$ cat src/rtl/hier_node_pkg.sv
// Shared types and helpers for the hierarchy node mux and its arbiter.
package hier_node_pkg;

  typedef enum logic {
    IDLE   = 1'b0,
    LOCKED = 1'b1
  } state_t;

  // Widest node supported by a single hier_node_mux instance.
  localparam int MAX_CH = 16;

  // Width of a channel index; never narrower than one bit.
  function automatic int id_width(input int n);
    return (n < 2) ? 1 : $clog2(n);
  endfunction

endpackage

$ cat src/rtl/hier_node_mux_rr_arbiter.sv
// Combinational round-robin arbiter: grants the first requester at or after
// ptr, wrapping modulo NUM_CH. grant is one-hot and gated by en; grant_idx
// always reports the candidate winner (meaningless when no request is set).
module rr_arbiter
  import hier_node_pkg::*;
#(
  parameter int NUM_CH = 5,
  parameter int ID_W   = id_width(NUM_CH)
) (
  input  logic [NUM_CH-1:0] req,
  input  logic [ID_W-1:0]   ptr,
  input  logic              en,
  output logic [NUM_CH-1:0] grant,
  output logic [ID_W-1:0]   grant_idx
);

  logic            high_hit;
  logic            low_hit;
  logic [ID_W-1:0] high_idx;
  logic [ID_W-1:0] low_idx;
  logic            found;

  // Lowest requester at/after ptr wins; otherwise lowest requester below ptr.
  always_comb begin
    high_hit = 1'b0;
    low_hit  = 1'b0;
    high_idx = '0;
    low_idx  = '0;
    for (int i = NUM_CH - 1; i >= 0; i--) begin
      if (req[i] && (i >= int'(ptr))) begin
        high_hit = 1'b1;
        high_idx = ID_W'(i);
      end
      if (req[i] && (i < int'(ptr))) begin
        low_hit = 1'b1;
        low_idx = ID_W'(i);
      end
    end
    found     = high_hit || low_hit;
    grant_idx = high_hit ? high_idx : low_idx;
    grant     = '0;
    for (int i = 0; i < NUM_CH; i++) begin
      if (found && en && (grant_idx == ID_W'(i))) grant[i] = 1'b1;
    end
  end

endmodule

$ cat src/rtl/hier_node_mux.sv
// Hierarchy node: merges NUM_CH child valid/ready streams into one registered
// upstream stream tagged with the source channel index. Round-robin
// arbitration; one output register slot with full 1 beat/cycle throughput.
// Optional packet lock (keep granting one child until its in_last beat) is
// built when HIER_NODE_PKT_LOCK_EN is defined; otherwise the node arbitrates
// on every beat and the FSM never leaves IDLE.
//
// state  | meaning
// IDLE   | round-robin over all children
// LOCKED | mid-packet, only lock_ch may be granted
module hier_node_mux
  import hier_node_pkg::*;
#(
  parameter int NUM_CH = 5,
  parameter int DATA_W = 32,
  parameter int ID_W   = id_width(NUM_CH)
) (
  input  logic                     clk,
  input  logic                     rst_n,
  input  logic [NUM_CH-1:0]        in_valid,
  output logic [NUM_CH-1:0]        in_ready,
  input  logic [NUM_CH*DATA_W-1:0] in_data,
  input  logic [NUM_CH-1:0]        in_last,
  output logic                     out_valid,
  input  logic                     out_ready,
  output logic [DATA_W-1:0]        out_data,
  output logic                     out_last,
  output logic [ID_W-1:0]          out_id
);

  state_t            state;
  state_t            state_nxt;
  logic [ID_W-1:0]   ptr;
  logic [ID_W-1:0]   ptr_nxt;
  logic [ID_W-1:0]   lock_ch;
  logic [ID_W-1:0]   lock_nxt;
  logic [NUM_CH-1:0] req;
  logic [NUM_CH-1:0] grant;
  logic [ID_W-1:0]   g_idx;
  logic [ID_W-1:0]   g_after;
  logic              take;
  logic              accept;
  logic              sel_last;
  logic [DATA_W-1:0] sel_data;

  // Slot can load when empty or being drained this cycle.
  assign take = !out_valid || out_ready;

  // Eligible requests: everyone in IDLE, only the locked child in LOCKED.
  always_comb begin
    req = in_valid;
`ifdef HIER_NODE_PKT_LOCK_EN
    if (state == LOCKED) begin
      for (int i = 0; i < NUM_CH; i++) begin
        req[i] = in_valid[i] && (lock_ch == ID_W'(i));
      end
    end
`endif
  end

  rr_arbiter #(
    .NUM_CH (NUM_CH),
    .ID_W   (ID_W)
  ) u_arb (
    .req       (req),
    .ptr       (ptr),
    .en        (take && rst_n),
    .grant     (grant),
    .grant_idx (g_idx)
  );

  assign in_ready = grant;
  assign accept   = |grant;
  assign g_after  = (g_idx == ID_W'(NUM_CH - 1)) ? '0 : g_idx + ID_W'(1);

  // Payload mux for the granted child; only ever feeds the slot registers.
  always_comb begin
    sel_data = '0;
    sel_last = 1'b0;
    for (int i = 0; i < NUM_CH; i++) begin
      if (g_idx == ID_W'(i)) begin
        sel_data = in_data[i*DATA_W +: DATA_W];
        sel_last = in_last[i];
      end
    end
  end

  // Lock FSM next state and round-robin pointer update.
  always_comb begin
    state_nxt = state;
    ptr_nxt   = ptr;
    lock_nxt  = lock_ch;
`ifdef HIER_NODE_PKT_LOCK_EN
    if (accept) begin
      case (state)
        IDLE: begin
          if (sel_last) begin
            ptr_nxt = g_after;
          end else begin
            state_nxt = LOCKED;
            lock_nxt  = g_idx;
          end
        end
        LOCKED: begin
          if (sel_last) begin
            state_nxt = IDLE;
            ptr_nxt   = g_after;
          end
        end
        default: state_nxt = IDLE;
      endcase
    end
`else
    if (accept) ptr_nxt = g_after;
`endif
  end

  // State, pointer and lock owner registers.
  always_ff @(posedge clk or negedge rst_n) begin
    if (!rst_n) begin
      state   <= IDLE;
      ptr     <= '0;
      lock_ch <= '0;
    end else begin
      state   <= state_nxt;
      ptr     <= ptr_nxt;
      lock_ch <= lock_nxt;
    end
  end

  // Output slot: load on accept, empty on a drain without a refill.
  always_ff @(posedge clk or negedge rst_n) begin
    if (!rst_n) begin
      out_valid <= 1'b0;
      out_data  <= '0;
      out_last  <= 1'b0;
      out_id    <= '0;
    end else if (accept) begin
      out_valid <= 1'b1;
      out_data  <= sel_data;
      out_last  <= sel_last;
      out_id    <= g_idx;
    end else if (out_ready) begin
      out_valid <= 1'b0;
    end
  end

endmodule

$ cat config.mk
export PLATFORM = sky130hd
export DESIGN_NAME = hier_node_mux
export DESIGN_NICKNAME = d
export VERILOG_FILES = /design/src/rtl/hier_node_pkg.sv /design/src/rtl/hier_node_mux_rr_arbiter.sv /design/src/rtl/hier_node_mux.sv
export SDC_FILE = /design/constraint.sdc
export NUM_CORES = 1
export LEC_CHECK = 0
export BUFFER_PORTS_ARGS = -buffer_cell sky130_fd_sc_hd__buf_2
export CORE_MARGIN = 4
export CORE_UTILIZATION = 38
export CTS_BUF_LIST = sky130_fd_sc_hd__clkbuf_4 sky130_fd_sc_hd__clkbuf_8 sky130_fd_sc_hd__clkbuf_16
export CTS_CLUSTER_DIAMETER = 80
export CTS_CLUSTER_SIZE = 10
export DETAILED_ROUTE_END_ITERATION = 10
export GPL_TIMING_DRIVEN = 0
export MAX_ROUTING_LAYER = met4
export PLACE_DENSITY_LB_ADDON = 0.3
export SKIP_CTS_REPAIR_TIMING = 1
export SLEW_MARGIN = 25
export SYNTH_ARGS = -nofsm -noshare
export SYNTH_HDL_FRONTEND = slang
export SYNTH_SLANG_ARGS = --single-unit
$ cat constraint.sdc
create_clock -name clk -period 2.9 [get_ports clk]
set_input_delay 0.435 -clock clk [delete_from_list [all_inputs] [get_ports clk]]
set_output_delay 0.435 -clock clk [all_outputs]
set_load 0.02 [all_outputs]
==> flow_metrics.tcl <==
set metrics [dict create \
    outcome "finished, violations left" \
    failed_checks "negative setup slack" \
    synthTopCellsByArea "dfrtp_1, a22oi_2, a22oi_1, nand2_1, a31oi_1" \
    cp_data_required_time_ns 2.47 \
    area_growth_pct 68.5 \
    die_h_microns 99.3 \
    worstMarginPinSlew_ns 0.919 \
    vias 3957 \
    rsz0062_at_grt "true" \
    setup_violations 44 \
    crit_family "compound AO/OA/AOI/OAI gates" \
    drc 0 \
    max-vdd-ir-drop_uv 446 \
    clock_skew_ns 0.00705 \
    clkLatencyLatePin_ns 0.29 \
    synth_cells 379 \
    dp_slack_ns -0.847 \
    core_sq_um 8180 \
    synthMuxAreaShare_pct 0.355 \
    antenna_cells 0 \
    relSlewSlack_pct 38.7 \
    dominantRegCellSynth "dfrtp_1" \
    grt_max_degree 42 \
    placed_cell_area_sq_um 4380 \
    worstPathMaxFanout 7 \
    seqCellArea_sq_um 1000 \
    path_class "flop to output pin" \
    row_count 33 \
    layout_setup_ws_ns -0.357 \
    crit_top_cell "buf_6" \
    max_stage_delay_ns 0.39 \
    synth-xor-area-share_pct 0 \
    yosysSeqAreaShare_pct 31.6 \
    arrival_ns 2.82 \
    numPortBuffers 214 \
    synth_compound_area_share_pct 38.7 \
    fin_crit_ns 3.26 \
    fin_crit_sh_pct 112 \
    antenna_found_initial 0 \
    cts_root_buf "clkbuf_8" \
    ctsLongestPathBuffers 2 \
    drv_slew 0 \
    cp-start-kind "flop" \
    netlist.area_leader.share_pct 31.6 \
    ys_types 42 \
    start_util_pct 38.8 \
    cts_buffers 5 \
    drv_cap 0 \
    multi_input_area_sq_um 2070 \
    cts_tree "done" \
    dp_hpwl_microns 9360 \
    postRouteAntennaNets 0 \
    vias_per_cell 5.29 \
    ios 215 \
    drtPass1Iterations 4 \
    p_leak_nw 2.46 \
    reg2reg_depth 15 \
    crit_chain "buf_6, o21ai_4, nand2_2, a211oi_4, a31oi_1, o21ai_2, ha_4, inv_4, nor4_4, buf_6, and2_4, buf_6" \
    htreeDepth 2 \
    synth_edf_count 0 \
    initialDrtViolationCount 137 \
    synth_fa_ha_area_share_pct 1.97 \
    wl_microns 13000 \
    cts.clk_slew.worst_paths_ns 0.08 \
    dieArea_sq_um 9870 \
    end_kind "output pin" \
    max_freq_mhz 307 \
    async_flop_share_pct 100 \
    worst_hold_path_type "input port to async pin" \
    grt_first_pass_wirelength_microns 18400 \
    final_nets 820 \
    critPathBufInv 4 \
    grt_pass1_vias 3838 \
    clock-sinks 40 \
    hold_viol 0 \
    ys_seq_elements 40 \
    yosysTopAreaCell "dfrtp_1" \
    die_x_microns 99.3 \
    cp.depth 12 \
    post-route-cell-area_sq_um 5340 \
    synthSimpleGateAreaFrac_pct 18.3 \
    power_density_nw_per_um2 1140 \
    synth_area_sq_um 3170 \
    routabilityCongestion 0.855 \
    post_drt_wl_per_cell_microns 17.3 \
    drive_above_1_share_pct 57.9 \
    slowest_stage "dfrtp_1" \
    synth_warnings 0 \
    grt_use_total_pct 23.6 \
    grt-ovfl-total 0 \
    synth_top_family_by_area "compound AO/OA/AOI/OAI gates" \
    fillers 719 \
    synth.avg_cell_area_sq_um 8.36 \
    synthesis.nets 557 \
]
## cells by family after synthesis
| family | after synthesis |
|---|---|
| flops | 40 |
| buf+inv | 43 |
| compound gates | 158 |
| fa+ha+maj | 5 |
| simple gates | 132 |
| mux | 1 |
## cell usage in the layout (no fill, tap or decap), drive strengths merged, types with 5 or more instances in the layout
master	synthesis	layout
o21ai	38	38
nor2	40	40
nand2	71	71
nand2b	6	6
ha	5	5
clkbuf	17	20
inv	6	6
dfrtp	40	40
a22oi	66	66
a31oi	34	34
buf	20	278
a21oi	6	6
## registers in the layout (all words and copies together) (netlist names)
name	count
out_valid	1
out_last	1
out_id	3
ptr	3
out_data	32
## metal layers
| metal | vias to the layer above | wire length, microns | part of all wire [%] | track usage [%] |
|---|---|---|---|---|
| met5 | - | 0 | 0 | - |
| met4 | 0 | 220 | 1.7 | 5.46 |
| met3 | 21 | 665 | 5.1 | 3.79 |
| met2 | 152 | 6680 | 52 | 42.0 |
| met1 | 1865 | 5390 | 42 | 28.0 |
| li1 | 1919 | - | - | - |
## final cells by class
type / count / area share [%]
tap: 105 / 2.46
clock buffer: 5 / 1.29
multi-input combinational: 296 / 38.8
buffer: 35 / 7.36
timing repair buffer: 258 / 30.4
sequential: 40 / 18.8
inverter: 6 / 0.515
clock inverter: 3 / 0.351
## synth_stat cells, drive strengths merged (2+ instances only)
| cell | number |
|---|---|
| a32oi | 2 |
| nand2b | 6 |
| clkbuf | 17 |
| a31oi | 34 |
| o32ai | 2 |
| nor2b | 4 |
| nor3b | 2 |
| nor2 | 40 |
| nand2 | 71 |
| a22oi | 66 |
| ha | 5 |
| dfrtp | 40 |
| and3 | 3 |
| buf | 20 |
| o31ai | 2 |
| inv | 6 |
| nor4 | 3 |
| a21oi | 6 |
| o21ai | 38 |
| and2 | 2 |
## worst paths after layout
| check | startpoint | to | slack (ns) |
|---|---|---|---|
| setup / recovery | ptr[0] | in_ready[4] | -0.36 |
| max in group asynchronous | rst_n | ptr[2] | 1.98 |
| min in group clk | in_data[124] | out_data[28] | 0.38 |
| setup reg to reg | ptr[0] | out_id[0] | -0.33 |
| hold reg to reg | out_id[0] | out_id[0] | 0.51 |
| hold / removal | rst_n | out_data[16] | 0.27 |
## stage by stage
stage	hold WS, ns	total power [mW]	util (%)	TNS, ns	instances
final	0.273	6.08	65.3	-10.69	748
after floorplan	0.139	3.49	-	-0.0119	379
after detailed placement	0.479	4.52	53.6	-27.66	698
after CTS	0.299	4.89	54.7	-30.44	706
after global routing	0.336	6.48	65.3	-15.43	748
after global placement	0.472	4.44	53.6	-24.75	698
## where the power goes
part           total, mW  switching (mW)  internal (mW)
logic               4.69            2.48           2.22
clock network      0.370           0.203          0.168
registers           1.02           0.162          0.857
total               6.08            2.84           3.24
(Power assumes the default switching activity.)
